$ cat src/rtl/ascensor_pkg.sv
// Shared elevator definitions: direction codes used by the LED block and the
// dispatcher, plus the car sequencer state encoding.
package ascensor_pkg;

    localparam logic [1:0] DIR_NADA  = 2'b00;
    localparam logic [1:0] DIR_SUBIR = 2'b01;
    localparam logic [1:0] DIR_BAJAR = 2'b10;

    typedef enum logic [1:0] {
        REPOSO,
        SUBIENDO,
        BAJANDO,
        PUERTAS
    } estado_t;

    typedef enum logic {
        SUBIR,
        BAJAR
    } sentido_t;

    function automatic logic [1:0] dir_de(estado_t e);
        case (e)
            SUBIENDO: dir_de = DIR_SUBIR;
            BAJANDO:  dir_de = DIR_BAJAR;
            default:  dir_de = DIR_NADA;
        endcase
    endfunction

endpackage

$ cat src/rtl/controlador_ascensor_if.sv
// Request/status bundle between a car sequencer and its requester/consumers.
interface controlador_ascensor_if #(
    parameter int NUM_PISOS = 4,
    parameter int W_PISO    = $clog2(NUM_PISOS)
);
    logic [NUM_PISOS-1:0] solicitud;
    logic [W_PISO-1:0]    piso_actual;
    logic [1:0]           direccion;
    logic                 puertas_abiertas;
    logic [NUM_PISOS-1:0] pendientes;

    modport master (
        output solicitud,
        input  piso_actual, direccion, puertas_abiertas, pendientes
    );

    modport slave (
        input  solicitud,
        output piso_actual, direccion, puertas_abiertas, pendientes
    );
endinterface

$ cat src/rtl/temporizador.sv
// Up-counter with load of a terminal value; saturates at the terminal count.
module temporizador #(
    parameter int W = 8
) (
    input  logic         clk,
    input  logic         rst_n,
    input  logic         carga,
    input  logic [W-1:0] limite,
    input  logic         habilitar,
    output logic         fin
);
    logic [W-1:0] cuenta;
    logic [W-1:0] lim;

    assign fin = (cuenta == lim);

    always_ff @(posedge clk or negedge rst_n) begin
        if (!rst_n) begin
            cuenta <= '0;
            lim    <= '0;
        end else if (carga) begin
            cuenta <= '0;
            lim    <= limite;
        end else if (habilitar && !fin) begin
            cuenta <= cuenta + W'(1);
        end
    end
endmodule

$ cat src/rtl/controlador_ascensor.sv
// Per-car sequencer: latches floor calls, moves one floor at a time with a
// collective-selective policy and holds the doors open at served floors.
module controlador_ascensor
    import ascensor_pkg::*;
#(
    parameter int NUM_PISOS    = 4,
    parameter int TICKS_PISO   = 100,
    parameter int TICKS_PUERTA = 200,
    parameter int W_PISO       = $clog2(NUM_PISOS)
) (
    input logic                   clk,
    input logic                   rst_n,
    controlador_ascensor_if.slave bus
);
    localparam int T_MAX = (TICKS_PISO > TICKS_PUERTA) ? TICKS_PISO : TICKS_PUERTA;
    localparam int W_T   = (T_MAX > 1) ? $clog2(T_MAX) : 1;
    localparam logic [W_T-1:0]    LIM_PISO   = W_T'(TICKS_PISO - 1);
    localparam logic [W_T-1:0]    LIM_PUERTA = W_T'(TICKS_PUERTA - 1);
    localparam logic [W_PISO-1:0] PISO_TOPE  = W_PISO'(NUM_PISOS - 1);

    estado_t              estado, estado_n;
    sentido_t             sentido, sentido_n;
    logic [W_PISO-1:0]    piso_n, piso_sig, piso_ant;
    logic [NUM_PISOS-1:0] req, clr, pend_n;
    logic                 arriba, abajo, aqui;
    logic                 carga, fin;
    logic [W_T-1:0]       limite;

    function automatic logic hay_en(logic [NUM_PISOS-1:0] r, logic [W_PISO-1:0] p, logic sube);
        hay_en = 1'b0;
        for (int unsigned i = 0; i < NUM_PISOS; i++)
            if (sube ? (i > 32'(p)) : (i < 32'(p)))
                hay_en = hay_en | r[i];
    endfunction

    temporizador #(.W(W_T)) u_temporizador (
        .clk       (clk),
        .rst_n     (rst_n),
        .carga     (carga),
        .limite    (limite),
        .habilitar (estado != REPOSO),
        .fin       (fin)
    );

    always_comb begin
        req       = bus.pendientes | bus.solicitud;
        arriba    = hay_en(req, bus.piso_actual, 1'b1);
        abajo     = hay_en(req, bus.piso_actual, 1'b0);
        aqui      = req[bus.piso_actual];
        piso_sig  = bus.piso_actual + W_PISO'(1);
        piso_ant  = bus.piso_actual - W_PISO'(1);
        estado_n  = estado;
        sentido_n = sentido;
        piso_n    = bus.piso_actual;
        carga     = 1'b0;

        case (estado)
            REPOSO: begin
                carga = 1'b1;
                if (aqui) begin
                    estado_n = PUERTAS;
                end else if (arriba) begin
                    estado_n  = SUBIENDO;
                    sentido_n = SUBIR;
                end else if (abajo) begin
                    estado_n  = BAJANDO;
                    sentido_n = BAJAR;
                end
            end
            SUBIENDO: if (fin) begin
                carga = 1'b1;
                // at the top floor the car can only stop, never step further
                if (bus.piso_actual == PISO_TOPE) begin
                    estado_n = aqui ? PUERTAS : REPOSO;
                end else begin
                    piso_n = piso_sig;
                    if (req[piso_sig])                    estado_n = PUERTAS;
                    else if (!hay_en(req, piso_sig, 1'b1)) estado_n = REPOSO;
                end
            end
            BAJANDO: if (fin) begin
                carga = 1'b1;
                if (bus.piso_actual == '0) begin
                    estado_n = aqui ? PUERTAS : REPOSO;
                end else begin
                    piso_n = piso_ant;
                    if (req[piso_ant])                    estado_n = PUERTAS;
                    else if (!hay_en(req, piso_ant, 1'b0)) estado_n = REPOSO;
                end
            end
            PUERTAS: begin
                if (bus.solicitud[bus.piso_actual]) begin
                    carga = 1'b1;
                end else if (fin) begin
                    carga = 1'b1;
                    if (sentido == SUBIR) begin
                        if (arriba)     estado_n = SUBIENDO;
                        else if (abajo) begin
                            estado_n  = BAJANDO;
                            sentido_n = BAJAR;
                        end else        estado_n = REPOSO;
                    end else begin
                        if (abajo)       estado_n = BAJANDO;
                        else if (arriba) begin
                            estado_n  = SUBIENDO;
                            sentido_n = SUBIR;
                        end else         estado_n = REPOSO;
                    end
                end
            end
            default: estado_n = REPOSO;
        endcase

        limite = (estado_n == PUERTAS) ? LIM_PUERTA : LIM_PISO;
        // clear the destination floor so a served call never lingers
        clr = '0;
        if (estado_n == PUERTAS) clr[piso_n] = 1'b1;
        pend_n = req & ~clr;
    end

    always_ff @(posedge clk or negedge rst_n) begin
        if (!rst_n) begin
            estado               <= REPOSO;
            sentido              <= SUBIR;
            bus.piso_actual      <= '0;
            bus.direccion        <= DIR_NADA;
            bus.puertas_abiertas <= 1'b0;
            bus.pendientes       <= '0;
        end else begin
            estado               <= estado_n;
            sentido              <= sentido_n;
            bus.piso_actual      <= piso_n;
            bus.direccion        <= dir_de(estado_n);
            bus.puertas_abiertas <= (estado_n == PUERTAS);
            bus.pendientes       <= pend_n;
        end
    end
endmodule
$ cat src/flat_wrapper.sv
// flat-port wrapper written by rule: the top's interface ports become plain ports
module controlador_ascensor_flat import ascensor_pkg::*;
#(
    parameter int NUM_PISOS    = 4,
    parameter int TICKS_PISO   = 100,
    parameter int TICKS_PUERTA = 200,
    parameter int W_PISO       = $clog2(NUM_PISOS)
)
  (clk, rst_n, bus_solicitud, bus_piso_actual, bus_direccion, bus_puertas_abiertas, bus_pendientes);
  controlador_ascensor_if #(.NUM_PISOS(NUM_PISOS), .W_PISO(W_PISO)) bus_i ();
  input logic clk;
  input logic rst_n;
  input wire logic [$bits(bus_i.solicitud)-1:0] bus_solicitud;
  output wire logic [$bits(bus_i.piso_actual)-1:0] bus_piso_actual;
  output wire logic [$bits(bus_i.direccion)-1:0] bus_direccion;
  output wire logic [$bits(bus_i.puertas_abiertas)-1:0] bus_puertas_abiertas;
  output wire logic [$bits(bus_i.pendientes)-1:0] bus_pendientes;
  assign bus_i.solicitud = bus_solicitud;
  assign bus_piso_actual = bus_i.piso_actual;
  assign bus_direccion = bus_i.direccion;
  assign bus_puertas_abiertas = bus_i.puertas_abiertas;
  assign bus_pendientes = bus_i.pendientes;
  controlador_ascensor #(.NUM_PISOS(NUM_PISOS), .TICKS_PISO(TICKS_PISO), .TICKS_PUERTA(TICKS_PUERTA), .W_PISO(W_PISO)) u_core (.clk(clk), .rst_n(rst_n), .bus(bus_i));
endmodule
$ cat config.mk
export PLATFORM = sky130hd
export DESIGN_NAME = controlador_ascensor_flat
export DESIGN_NICKNAME = d
export VERILOG_FILES = /design/src/rtl/ascensor_pkg.sv /design/src/rtl/controlador_ascensor_if.sv /design/src/rtl/temporizador.sv /design/src/rtl/controlador_ascensor.sv /design/src/flat_wrapper.sv
export SDC_FILE = /design/constraint.sdc
export NUM_CORES = 1
export LEC_CHECK = 0
export ABC_AREA = 1
export CAP_MARGIN = 0
export CORE_ASPECT_RATIO = 1.5
export CORE_MARGIN = 2
export CORE_UTILIZATION = 59
export DETAILED_ROUTE_END_ITERATION = 16
export PLACE_DENSITY = 0.81
export SLEW_MARGIN = 20
export SYNTH_ARGS = -nofsm -noshare
export SYNTH_HDL_FRONTEND = slang
export SYNTH_SLANG_ARGS = --single-unit
$ cat constraint.sdc
create_clock -name clk -period 4.22 [get_ports clk]
set_clock_uncertainty 0.05 [all_clocks]
set_input_delay 0.844 -clock clk [delete_from_list [all_inputs] [get_ports clk]]
set_output_delay 0.844 -clock clk [all_outputs]
set_load 0.05 [all_outputs]
-- Yosys cells after proc, flatten, opt, wreduce, memory -nomap -nowiden
Cells that the tools add are included.
- flip-flop bits (word level): 28
- input bits: 6
- output and inout port bits: 9
- word-level logic and storage cells: 151
- add/subtract/negate cells: 3
- order comparisons: 17
- equal/unequal tests: 12
- multiplexer cells: 90
- bitwise operators: 11
- reductions and logical operators: 10
- operators with widths (operator ; number):
    $mux 1 ; 54
    $mux 2 ; 22
    $mux 8 ; 3
    $lt 2x3->1 const B ; 4
    $eq 2x2->1 const B ; 5
    $add 8x1->8 const B ; 1
    $bmux 1 s2 ; 4
    $eq 8x8->1 ; 1
    $gt 2x2->1 const A ; 4
    $lt 1x2->1 const A ; 4
    $or 1x1->1 ; 8
    $pmux 2 s2 ; 2
    $pmux 2 s4 ; 1
    $ne 2x2->1 const B ; 3
    $reduce_bool 2->1 ; 3
    $reduce_and 5->1 ; 1
    $and 4x4->4 ; 1
    $eq 2x1->1 const B ; 2
    $gt 1x2->1 const A ; 2
    $logic_not 2->1 ; 2
    $lt 2x2->1 const A ; 2
    $mux 4 ; 1
    $not 4->4 ; 1
    $or 4x4->4 ; 1
    10 further kinds ; 11

-- Depth between registers and ports, before layout
Gate-level depths: netlist of run 1.
- depth in word-level cells: 28
- gate-level depth with buffers: 17
- mapped depth without buffers: 17

-- Cells and area by module
From an unflattened synthesis of run 1, not the netlist that was laid out.
- cells, all modules: 318
- area total of the unflattened synthesis: 2135.8 sq um
- by module, submodules not included (module ; times used ; cells an instance ; area each (sq um) ; seq. area each (sq um)):
    controlador_ascensor ; 1 ; 187 ; 1159.9 ; 300.3
    temporizador ; 1 ; 131 ; 975.9 ; 400.4

-- Worst setup path after synthesis of run 1
Ideal clock, no wire load.
- path type: flip-flop to flip-flop
- start point: reg u_core.bus.piso_actual[0]
- end point: reg u_core.bus.pendientes[3]
- setup time: 0.130 ns
- arrival time: 2.230 ns
- data required time: 4.040 ns
- path slack: 1.810 ns
- stages on the path, launching flop included: 17
- path buffers: 0
- period minus slack after synthesis: 2.410 ns
- cells stage by stage: dfrtp_1 -> inv_2 -> ha_1 -> inv_1 -> nand2_1 -> nand3_1 -> nand2_1 -> nand3_1 -> nand2_1 -> nand2_1 -> nand2_1 -> nand2_1 -> nand2_1 -> nand2_1 -> nand2_1 -> nor2_4 -> a21oi_1
- cells in the longest elaborated chain, start to end: 28
- elaborated cells between the ends (all ways): 102
- classes of those cells: add/sub: 2; order compare: 14; eq/ne: 2; mux: 72; bitwise: 10; reduce/logical: 2
- ends and longest elaborated chain (what ; RTL line ; source):
    start, declared ; controlador_ascensor_if.sv:19 ; output piso_actual, direccion, puertas_abiertas, pendientes
    start signal, assigned ; controlador_ascensor.sv:132 ; bus.piso_actual <= piso_n;
    $sub 2x1->2 / $add 2x1->2 (equally long branches) ; controlador_ascensor.sv:51, controlador_ascensor.sv:50 ;
    $lt 1x2->1 / $gt 1x2->1 (equally long branches) ; controlador_ascensor.sv:32 ; if (sube ? (i > 32'(p)) : (i < 32'(p)))
    $mux 1 ; controlador_ascensor.sv:32 ;
    $mux 1, on equally long branches ; controlador_ascensor.sv:87, controlador_ascensor.sv:77 ;
    $mux 1, on equally long branches ; controlador_ascensor.sv:83, controlador_ascensor.sv:73 ;
    $mux 1, on equally long branches ; controlador_ascensor.sv:81, controlador_ascensor.sv:70 ;
    $mux 1 ; controlador_ascensor.sv:57 ; case (estado)
    $or 1x1->1 ; controlador_ascensor.sv:33 ; hay_en = hay_en | r[i];
    (+13 left out) ; n/a ;
    $mux 2, on equally long branches ; controlador_ascensor.sv:83, controlador_ascensor.sv:73 ;
    $mux 2, on equally long branches ; controlador_ascensor.sv:81, controlador_ascensor.sv:70 ;
    $pmux 2 s4 ; controlador_ascensor.sv:57 ;
    $eq 2x2->1 ; controlador_ascensor.sv:117 ; if (estado_n == PUERTAS) clr[piso_n] = 1'b1;
    $mux 4 (*) ; controlador_ascensor.sv:117 ;
    $not 4->4 (*) ; controlador_ascensor.sv:118 ; pend_n = req & ~clr;
    $and 4x4->4 (*) ; controlador_ascensor.sv:118 ;
    named net u_core.pend_n[3] ; controlador_ascensor.sv:24 ; logic [NUM_PISOS-1:0] req, clr, pend_n;
    end signal, assigned ; controlador_ascensor.sv:135 ; bus.pendientes <= pend_n;
    end, declared ; controlador_ascensor_if.sv:19 ;
Mark *: on every way through the listed nets, which the timed path passes. The rest lies on a longest branch. The select of a mux whose other input is x is not followed.
A chain may end at the register's enable or synchronous reset.

-- Worst setup path after layout of run 1
- start point: reg u_core.bus.piso_actual[0]
- end point: out bus_piso_actual[0]
- RTL lines (what ; RTL line ; source):
    end, declared ; flat_wrapper.sv:14 ; output wire logic [$bits(bus_i.piso_actual)-1:0] bus_piso_actual;
No word-level cell between the ends.

==> out/results.tsv, run 1 <==
stage	metric	value	unit
status	outcome	completed	
worst_setup_path	reg-to-reg endpoint	u_core.bus.pendientes[3]	
clocking	clock sinks	23	
placement	Placed Instances	307	
layout	area grow syn2layout	13.3	%
die	core area	2850	sq um
worst_setup_path	Startpoint Class	register	
sta	Worst Slack Setup Final	1610	ps
route	first-pass iteration count of the detailed router	4	
worst_setup_path	CP Class	register to output pin	
synthesis	Seq cells post-synth	23	
route	final wirelength	3830	um
clocking	H-tree Lvls	1	
route	via count	1576	
route	# DRC	0	
worst_setup_path	Largest delay share family, worst path	buffers and inverters	
layout	ant diodes	0	
min_path	Hold WC Path Type	register to register	
die	Starting Density	60.4	%
route	wire per inst	12.3	um
route	Via-to-Cell Ratio	5.07	
synthesis	Synth cell types	23	
min_path	Hold Path Depth	2	
sta	setup tns final	0	ps
clocking	postcts setup bufs	0	
clocking	PostCTS Resize Cnt	0	
die	# rows	24	
global_route	GRT Overall Usage	25.8	%
worst_setup_path	CP arrival	1720	ps
worst_setup_path	Largest stage delay, worst path	880	ps
global_route	pin count of the biggest net entering global routing	24	
sta	Max transition margin	66.2	%
clocking	total CTS buffers	3	
flow_run	# Max-Cap Violations	0	
worst_setup_path	Crit path buffers/inverters	1	
power_and_ir_drop	LEAKAGE	1.05	nW
sta	minimum clock period	2610	ps
worst_setup_path	Crit path required time	3330	ps
clocking	CTS Hold Bufs	0	
sta	Peak Freq	383	MHz
clocking	clk slew on worst S/H paths	80	ps
worst_setup_path	reg2reg start	u_core.bus.piso_actual[0]	
sta	unrepaired setup endpoints after global routing	no	
worst_setup_path	crit path from	u_core.bus.piso_actual[0]	
placement	Routability Congestion	0.917	
die	chip width	48.1	um
synthesis	Post-Syn Nets	273	
global_route	vias in the first global route	1506	
power_and_ir_drop	PD cells	200	nW/um^2
worst_setup_path	Critical Path Sink	bus_piso_actual[0]	
worst_setup_path	Critical Path Fanout Max	12	
placement	input/output buffers	14	
worst_setup_path	Crit path depth	1	
worst_setup_path	worst reg2reg path depth	16	
die	die area	3380	sq um
global_route	GR Overflow Total	0	
synthesis	top cell type's share of synthesized area	33.4	%
synthesis	post-synthesis cell area	1720	sq um
clocking	Clock Latency Late Sink	260	ps
placement	dpl ws	1340	ps
clocking	CTS root buf	clkbuf_8	
sta	Max Slew Vio Count	0	
power_and_ir_drop	Peak VDD IR	0.244	mV
worst_setup_path	Crit. End Element	output pin	
worst_setup_path	critical-path cell list	clkdlybuf4s50_1	
route	Routed Antenna Nets	0	
worst_setup_path	slowest CP cell	clkdlybuf4s50_1	
sta	# setup viols final	0	
sta	final hold vios	0	
die	# IOs	15	
synthesis	largest cells by area after synthesis	dfrtp_1, nand2_1, ha_1, inv_1, nor2_1	
sta	fin crit share	61.9	%
synthesis	cells after synthesis	254	
layout	# fillers	269	
clocking	CTS tree	built	
route	initial DRC count	24	
power_and_ir_drop	total power	0.390	mW
synthesis	Mapped Avg Cell Area	6.79	sq um
synthesis	yosys warns	0	
worst_setup_path	reg-to-reg slack, setup	1760	ps
sta	Slew @ Worst Pin	506	ps
layout	final non-filler cell total	311	
global_route	first-pass GRT wire length	6310	um
synthesis	sequential share of the synthesized area	33.4	%
clocking	Longest Clk Path Bufs	2	
placement	hpwl dp	3090	um
synthesis	Yosys top cell by area	dfrtp_1	
layout	proportion of layout cells with a drive suffix above 1	8.09	%
layout	NumNets Final	292	
global_route	initial antenna violation count	0	
layout	fin area	1950	sq um
die	die height	70.2	um
placement	placed inst area	1910	sq um
## where the power goes
part / internal [mW] / switching, mW
clock: 0.0673 / 0.0656
sequential: 0.224 / 0.00312
combinational: 0.0109 / 0.0193
## synth_stat cells, drive strengths merged
cell     count
ha          13
a21oi       13
clkinv       2
nand3       18
o211ai       4
nor3         4
o2111ai      1
dfrtp       23
inv         36
nor2        28
o21ai       18
nand2       90
nand4        3
xor2         1
## worst register-to-register path, cell delays in order (launching register included)
cell	delay [ps]
dfrtp_1	580
inv_2	180
ha_1	360
inv_1	130
nand2_1	70
nand3_1	130
nand2_1	70
nand3_1	70
nand2_1	50
nand2_1	50
nand2_1	40
nand2_1	60
nand2_1	50
nand2_1	50
nand2_1	100
nor2_4	200
a21oi_1	90
## layout by cell type (no fill, tap or decap), drive strengths merged
master,synthesis,final
nand2,90,90
inv,36,36
nor2,28,28
dfrtp,23,23
nand3,18,18
o21ai,18,18
a21oi,13,13
ha,13,13
clkdlybuf4s50,0,13
o211ai,4,4
nor3,4,4
clkbuf,0,4
nand4,3,3
clkinv,2,2
o2111ai,1,1
xor2,1,1
buf,0,1
## cell families (layout without fill, tap and decap cells)
logic type	Yosys count	after routing	synth area share, %
buffers and inverters	38	56	8.56
xor gates and xnor gates	1	1	0.508
adders and majority gates	13	13	9.43
AOI/OAI and AO/OA	36	36	11.5
DFF	23	23	33.4
and+or+nand+nor	143	143	36.6
## final cells by class
| cell class | count | area, sq um | share of cell area, % |
|---|---|---|---|
| well taps | 39 | 48.8 | 2.50 |
| repair buffers | 14 | 135 | 6.92 |
| flip-flops and latches | 23 | 576 | 29.5 |
| inverters | 38 | 148 | 7.56 |
| multi-input cells | 193 | 1000 | 51.2 |
| clock buffers | 4 | 45.0 | 2.31 |
## worst min-delay path by stage
| stage | from | to | slack (ps) |
|---|---|---|---|
| 6_report | u_core.u_temporizador.lim[6] | u_core.u_temporizador.lim[6] | 440 |
| 5_1_grt | u_core.u_temporizador.lim[6] | u_core.u_temporizador.lim[6] | 470 |
| 4_1_cts | u_core.u_temporizador.lim[6] | u_core.u_temporizador.lim[6] | 450 |
| 3_5_place_dp | u_core.u_temporizador.lim[6] | u_core.u_temporizador.lim[6] | 430 |
| 3_3_place_gp | u_core.u_temporizador.lim[6] | u_core.u_temporizador.lim[6] | 430 |
| 2_1_floorplan | u_core.u_temporizador.lim[6] | u_core.u_temporizador.lim[6] | 400 |
## sequential cells by signal, summed over array words and instances, names as in the netlist
| name | flops |
|---|---|
| u_core.u_temporizador.cuenta | 8 |
| u_core.estado | 2 |
| u_core.bus.pendientes | 4 |
| u_core.u_temporizador.lim | 3 |
| u_core.bus.puertas_abiertas | 1 |
| u_core.bus.piso_actual | 2 |
| u_core.bus.direccion | 2 |
| u_core.sentido | 1 |
## layer usage
layer	track usage (%)	vias to the layer above	share of wire (%)	routed length, um
met5	0	-	0	0
met3	3.88	6	2.2	83
met4	11.4	0	1.7	65
met1	28.6	717	41	1590
li1	-	837	-	-
met2	44.7	16	55	2090
## through the flow
step | hold slack (ps) | utilization [%]
finish | 444 | 68.5
global route | 473 | 68.5
CTS | 446 | 68.6
detailed placement | 428 | 67.1
global placement | 433 | 67.1
floorplan | 398 | -
(Power assumes the default switching activity.)
==> run 2: changes to the inputs <==
--- a/config.mk
+++ b/config.mk
@@ -9,9 +9,9 @@
 export CAP_MARGIN = 0
 export CORE_ASPECT_RATIO = 1.5
 export CORE_MARGIN = 2
-export CORE_UTILIZATION = 59
+export CORE_UTILIZATION = 57
 export DETAILED_ROUTE_END_ITERATION = 16
-export PLACE_DENSITY = 0.81
+export PLACE_DENSITY = 0.79
 export SLEW_MARGIN = 20
 export SYNTH_ARGS = -nofsm -noshare
 export SYNTH_HDL_FRONTEND = slang
==> constraint.sdc (replaced) <==
create_clock -name clk -period 2.6 [get_ports clk]
set_clock_uncertainty 0.05 [all_clocks]
set_input_delay 0.52 -clock clk [delete_from_list [all_inputs] [get_ports clk]]
set_output_delay 0.52 -clock clk [all_outputs]
set_load 0.05 [all_outputs]
==> run 2 against run 1 <==
Against the previous run: critical path depth increased by 14; highest routed layer unchanged; critical endpoint is now u_core.u_temporizador.lim[2]; count of clock-buffer cells in the layout shrank 1; sequential cell count unchanged; die area is 3.3% higher; utilization rose by 0.63 points; clock power increased by 66%; sequential share of layout area shrank 0.57 points; largest cell class unchanged.
==> out/results.tsv, run 2 (synthesis gave the netlist of run 1 again) <==
stage	metric	value	unit
worst_setup_path	Critical Path Fanout Max	7	
layout	biggest regs	u_core.u_temporizador.cuenta: 8 flops, u_core.bus.pendientes: 4 flops, u_core.u_temporizador.lim: 3 flops	
clocking	Longest Clk Path Bufs	2	
sta	Max transition margin	66.5	%
route	Via-to-Cell Ratio	5.03	
clocking	CTS Hold Bufs	0	
power_and_ir_drop	LEAKAGE	1.07	nW
clocking	PostCTS Resize Cnt	0	
status	outcome	completed	
worst_setup_path	CP arrival	2380	ps
clocking	clk slew on worst S/H paths	80	ps
global_route	pin count of the biggest net entering global routing	24	
power_and_ir_drop	PD cells	323	nW/um^2
clocking	clock sinks	23	
layout	max reg flops	8	
global_route	first-pass GRT wire length	6640	um
sta	setup tns final	0	ps
worst_setup_path	Crit. End Element	register	
clocking	total CTS buffers	3	
sta	unrepaired setup endpoints after global routing	no	
layout	proportion of layout cells with a drive suffix above 1	9.42	%
worst_setup_path	CP Class	input port to register	
route	Routed Antenna Nets	0	
layout	Reg area	576	sq um
route	wire per inst	12.1	um
route	first-pass iteration count of the detailed router	4	
placement	input/output buffers	14	
layout	commonest non-fill, non-tap cells in the layout	nand2_1, inv_1, nor2_1, dfrtp_1, nand3_1	
layout	NumNets Final	296	
die	# rows	24	
placement	hpwl dp	3060	um
global_route	GRT Overall Usage	24.6	%
worst_setup_path	cell mode on critical path	nand2_1	
die	core area	2880	sq um
layout	multi-input logic area	1000	sq um
sta	Max Slew Vio Count	0	
die	chip width	48.9	um
route	final wirelength	3810	um
layout	Reg with most FFs	u_core.u_temporizador.cuenta	
clocking	Clock Latency Late Sink	270	ps
worst_setup_path	slowest CP cell	clkdlybuf4s50_1	
sta	fin crit share	87.0	%
sta	Peak Freq	442	MHz
die	# IOs	15	
worst_setup_path	Startpoint Class	input port	
sta	# setup viols final	0	
clocking	CTS root buf	clkbuf_8	
layout	# fillers	276	
layout	final non-filler cell total	315	
die	die area	3490	sq um
sta	final hold slack	447	ps
route	via count	1586	
min_path	Hold WC Path Type	register to register	
placement	Routability Congestion	0.869	
clocking	H-tree Lvls	1	
sta	Slew @ Worst Pin	500	ps
sta	final hold vios	0	
layout	most common cell after layout, fill and taps aside	nand2_1	
clocking	postcts setup bufs	0	
die	die height	71.4	um
sta	minimum clock period	2260	ps
power_and_ir_drop	Peak VDD IR	0.458	mV
layout	area grow syn2layout	15.5	%
global_route	GR Overflow Total	0	
route	initial DRC count	22	
worst_setup_path	Crit path required time	2720	ps
flow_run	# Max-Cap Violations	0	
die	Starting Density	59.8	%
clocking	CTS tree	built	
worst_setup_path	Largest stage delay, worst path	460	ps
placement	Placed Instances	311	
worst_setup_path	critical-path cell list	clkdlybuf4s50_1 -> nor2_1 -> nor2_1 -> o21ai_2 -> nand2_1 -> nand2_1 -> nand2_1 -> nand2_1 -> nand2_1 -> nand2_1 -> nand2_1 -> nand2_1 -> nor2_4 -> nand2_1 -> nand2_1	
route	# DRC	0	
layout	ant diodes	0	
global_route	initial antenna violation count	0	
global_route	vias in the first global route	1550	
==> run 2: per-layer routing <==
layer	up-vias	track usage [%]	wire length (um)
met3	5	2.29	66
li1	853	-	-
met5	-	0	0
met4	0	10.2	61
met2	16	47.6	2060
met1	712	27.0	1620
==> run 2: stage by stage <==
stage	area (sq um)	utilization [%]	power, mW	setup WS [ps]
after detailed placement	1940	67.4	0.429	80.3
after global routing	1990	69.1	0.668	124
final	1990	69.1	0.643	337
after floorplan	1720	-	0.403	190
after CTS	1990	69.1	0.653	343
after global placement	1940	67.4	0.428	87.4
==> run 2: cell type report <==
type,instances,share of cell area (%)
Timing Repair Buffer,18,8.54
Clock buffer,3,2.07
Tap cell,39,2.45
Inverter,38,7.41
Multi-Input combinational cell,193,50.3
Sequential cell,23,28.9
Clock inverter,1,0.377
==> run 2: worst max-delay path, delay by kind of cell <==
family | cells | cell delay (ps)
AOI/OAI and AO/OA | 1 | 270
buffers and inverters | 1 | 460
and+or+nand+nor | 13 | 1140
==> run 2: final timing paths <==
path | start | end | slack (ps) | depth (start not counted)
max | bus_solicitud[3] | u_core.u_temporizador.lim[2] | 340 | 15
min | u_core.u_temporizador.lim[6] | u_core.u_temporizador.lim[6] | 450 | 2
max reg2reg | u_core.bus.piso_actual[1] | u_core.bus.pendientes[3] | 410 | 16
min reg2reg | u_core.u_temporizador.lim[6] | u_core.u_temporizador.lim[6] | 450 | 2
max in group asynchronous | rst_n | u_core.u_temporizador.cuenta[3] | 1730 | 2
min in group asynchronous | rst_n | u_core.u_temporizador.cuenta[7] | 540 | 2
==> run 2: power breakdown <==
part | internal, mW | switching, mW
Sequential | 0.363 | 0.00513
Clock | 0.109 | 0.113
Combinational | 0.0205 | 0.0330
Total | 0.492 | 0.151
==> run 3: changes to the inputs <==
--- a/config.mk
+++ b/config.mk
@@ -7,11 +7,14 @@
 export LEC_CHECK = 0
 export ABC_AREA = 1
 export CAP_MARGIN = 0
+export CELL_PAD_IN_SITES_DETAIL_PLACEMENT = 0
+export CELL_PAD_IN_SITES_GLOBAL_PLACEMENT = 1
 export CORE_ASPECT_RATIO = 1.5
 export CORE_MARGIN = 2
-export CORE_UTILIZATION = 57
+export CORE_UTILIZATION = 41
+export CTS_CLUSTER_SIZE = 8
 export DETAILED_ROUTE_END_ITERATION = 16
-export PLACE_DENSITY = 0.79
+export PLACE_DENSITY_LB_ADDON = 0.1
 export SLEW_MARGIN = 20
 export SYNTH_ARGS = -nofsm -noshare
 export SYNTH_HDL_FRONTEND = slang
==> run 3 against run 2 <==
Against the previous run: sequential share of layout area about the same; utilization decreased by 19 points; total power decreased by 1.4%; clock power decreased by 4%; largest power group unchanged; final cell count increased by 1.9%; register-to-register slack got worse by 100 ps; non-clock buffer count unchanged; count of clock-buffer cells in the layout increased by 1; die area increased by 36%; largest cell class unchanged.
==> out/results.tsv, run 3 (synthesis gave the netlist of run 1 again) <==
stage	metric	value	unit
worst_setup_path	cell mode on critical path	nand2_1	
worst_setup_path	Crit path depth	15	
sta	# setup viols final	0	
sta	unrepaired setup endpoints after global routing	no	
worst_setup_path	reg2reg start	u_core.bus.piso_actual[0]	
worst_setup_path	Crit. End Element	register	
layout	area grow syn2layout	15.8	%
die	# IOs	15	
sta	setup tns final	0	ps
worst_setup_path	Crit path buffers/inverters	1	
route	Routed Antenna Nets	0	
global_route	GRT Overall Usage	19.6	%
layout	proportion of layout cells with a drive suffix above 1	9.42	%
route	first-pass iteration count of the detailed router	4	
flow_run	# Max-Cap Violations	0	
power_and_ir_drop	PD cells	317	nW/um^2
clocking	Clock Latency Late Sink	250	ps
clocking	clock sinks	23	
sta	final hold vios	0	
layout	final non-filler cell total	321	
die	core area	3990	sq um
layout	NumNets Final	296	
worst_setup_path	Startpoint Class	input port	
global_route	met1 Track Usage GR	23.4	%
clocking	total CTS buffers	3	
route	via count	1606	
die	die area	4750	sq um
clocking	Longest Clk Path Bufs	2	
worst_setup_path	CP Class	input port to register	
route	final wirelength	4210	um
global_route	GR Layer Usage met3	0.935	%
global_route	GRT busiest layer	met2	
die	Starting Density	43.2	%
worst_setup_path	Critical Path Sink	u_core.u_temporizador.lim[2]	
global_route	first-pass GRT wire length	7460	um
die	# rows	28	
global_route	pin count of the biggest net entering global routing	24	
worst_setup_path	Largest stage delay, worst path	450	ps
die	die height	83.4	um
power_and_ir_drop	total power	0.634	mW
layout	ant diodes	0	
layout	biggest regs	u_core.u_temporizador.cuenta: 8 flops, u_core.bus.pendientes: 4 flops, u_core.u_temporizador.lim: 3 flops	
worst_setup_path	reg-to-reg endpoint	u_core.bus.pendientes[3]	
worst_setup_path	Crit path required time	2700	ps
global_route	M2 GR Usage	36.6	%
die	chip width	57.0	um
sta	fin crit share	89.4	%
route	# DRC	0	
global_route	GR Overflow Total	0	
placement	input/output buffers	14	
worst_setup_path	Largest delay share family, worst path	simple AND/OR/NAND/NOR gates	
power_and_ir_drop	LEAKAGE	1.07	nW
layout	commonest non-fill, non-tap cells in the layout	nand2_1, inv_1, nor2_1, dfrtp_1, nand3_1	
power_and_ir_drop	Peak VDD IR	0.311	mV
clocking	CTS Hold Bufs	0	
worst_setup_path	reg-to-reg slack, setup	310	ps
min_path	Hold WC Path Type	register to register	
worst_setup_path	crit path from	bus_solicitud[3]	
clocking	H-tree Lvls	1	
worst_setup_path	worst reg2reg path depth	16	
route	wire per inst	13.1	um
sta	Peak Freq	430	MHz
sta	Max transition margin	66.7	%
placement	Placed Instances	317	
sta	Slew @ Worst Pin	498	ps
sta	minimum clock period	2320	ps
global_route	vias in the first global route	1623	
clocking	CTS root buf	clkbuf_8	
clocking	clk slew on worst S/H paths	80	ps
sta	Max Slew Vio Count	0	
clocking	postcts setup bufs	0	
global_route	initial antenna violation count	0	
status	outcome	completed	
worst_setup_path	Critical Path Fanout Max	7	
worst_setup_path	slowest CP cell	clkdlybuf4s50_1	
route	initial DRC count	64	
route	Via-to-Cell Ratio	5.00	
layout	max reg flops	8	
placement	Routability Congestion	0.916	
clocking	CTS tree	built	
clocking	PostCTS Resize Cnt	0	
layout	most common cell after layout, fill and taps aside	nand2_1	
worst_setup_path	critical-path cell list	clkdlybuf4s50_1 -> nor2_1 -> nor2_1 -> o21ai_2 -> nand2_1 -> nand2_1 -> nand2_1 -> nand2_1 -> nand2_1 -> nand2_1 -> nand2_1 -> nand2_1 -> nor2_4 -> nand2_1 -> nand2_1	
placement	hpwl dp	3460	um
layout	Reg with most FFs	u_core.u_temporizador.cuenta	
worst_setup_path	CP arrival	2430	ps
## run 3: cell types whose count changed in the layout (fill, tap and decap cells not counted), sizes merged
cell,previous run,this run
clkbuf,3,4
clkinvlp,1,0
## run 3: area by class of cell
type                    instances  area, sq um
well taps                      45         56.3
inverters                      38          148
repair buffers                 18          170
flip-flops and latches         23          577
fillers                       429         2000
multi-input cells             193         1000
clock buffers                   4         45.0
## run 3: power breakdown
part / total [mW] / internal, mW / switching, mW / leakage, nW
combinational: 0.0541 / 0.0205 / 0.0336 / 0.776
sequential: 0.368 / 0.363 / 0.00520 / 0.275
clock: 0.212 / 0.109 / 0.103 / 0.0228
## run 3: metrics by stage
stage | instance area [sq um] | setup WS [ps] | hold WS (ps) | util [%]
2_1_floorplan | 1720 | 190 | 174 | -
3_3_place_gp | 1950 | 22.2 | 443 | 48.8
3_5_place_dp | 1950 | 5.80 | 441 | 48.8
4_1_cts | 2000 | 203 | 459 | 50.0
5_1_grt | 2000 | 39.7 | 502 | 50.0
6_report | 2000 | 276 | 451 | 50.0
## run 3: worst min path at each step
stage                                 startpoint  depth (start not counted)                      endpoint  slack (ps)
global placement    u_core.u_temporizador.lim[6]                          2  u_core.u_temporizador.lim[6]         440
finish              u_core.u_temporizador.lim[6]                          2  u_core.u_temporizador.lim[6]         450
floorplan                                  rst_n                          0       u_core.bus.direccion[0]         170
detailed placement  u_core.u_temporizador.lim[6]                          2  u_core.u_temporizador.lim[6]         440
CTS                 u_core.u_temporizador.lim[6]                          2  u_core.u_temporizador.lim[6]         460
global route        u_core.u_temporizador.lim[6]                          2  u_core.u_temporizador.lim[6]         500
## run 3: layer usage
layer / part of all wire (%) / wire [um]
met1: 41 / 1740
met2: 57 / 2390
met3: 0.57 / 24
met5: 0 / 0
met4: 1.4 / 61
## run 3: tightest hold or removal path, stage by stage (launching register included)
cell and delay, ps:
dfrtp_1 360, inv_1 60, nand2_1 60
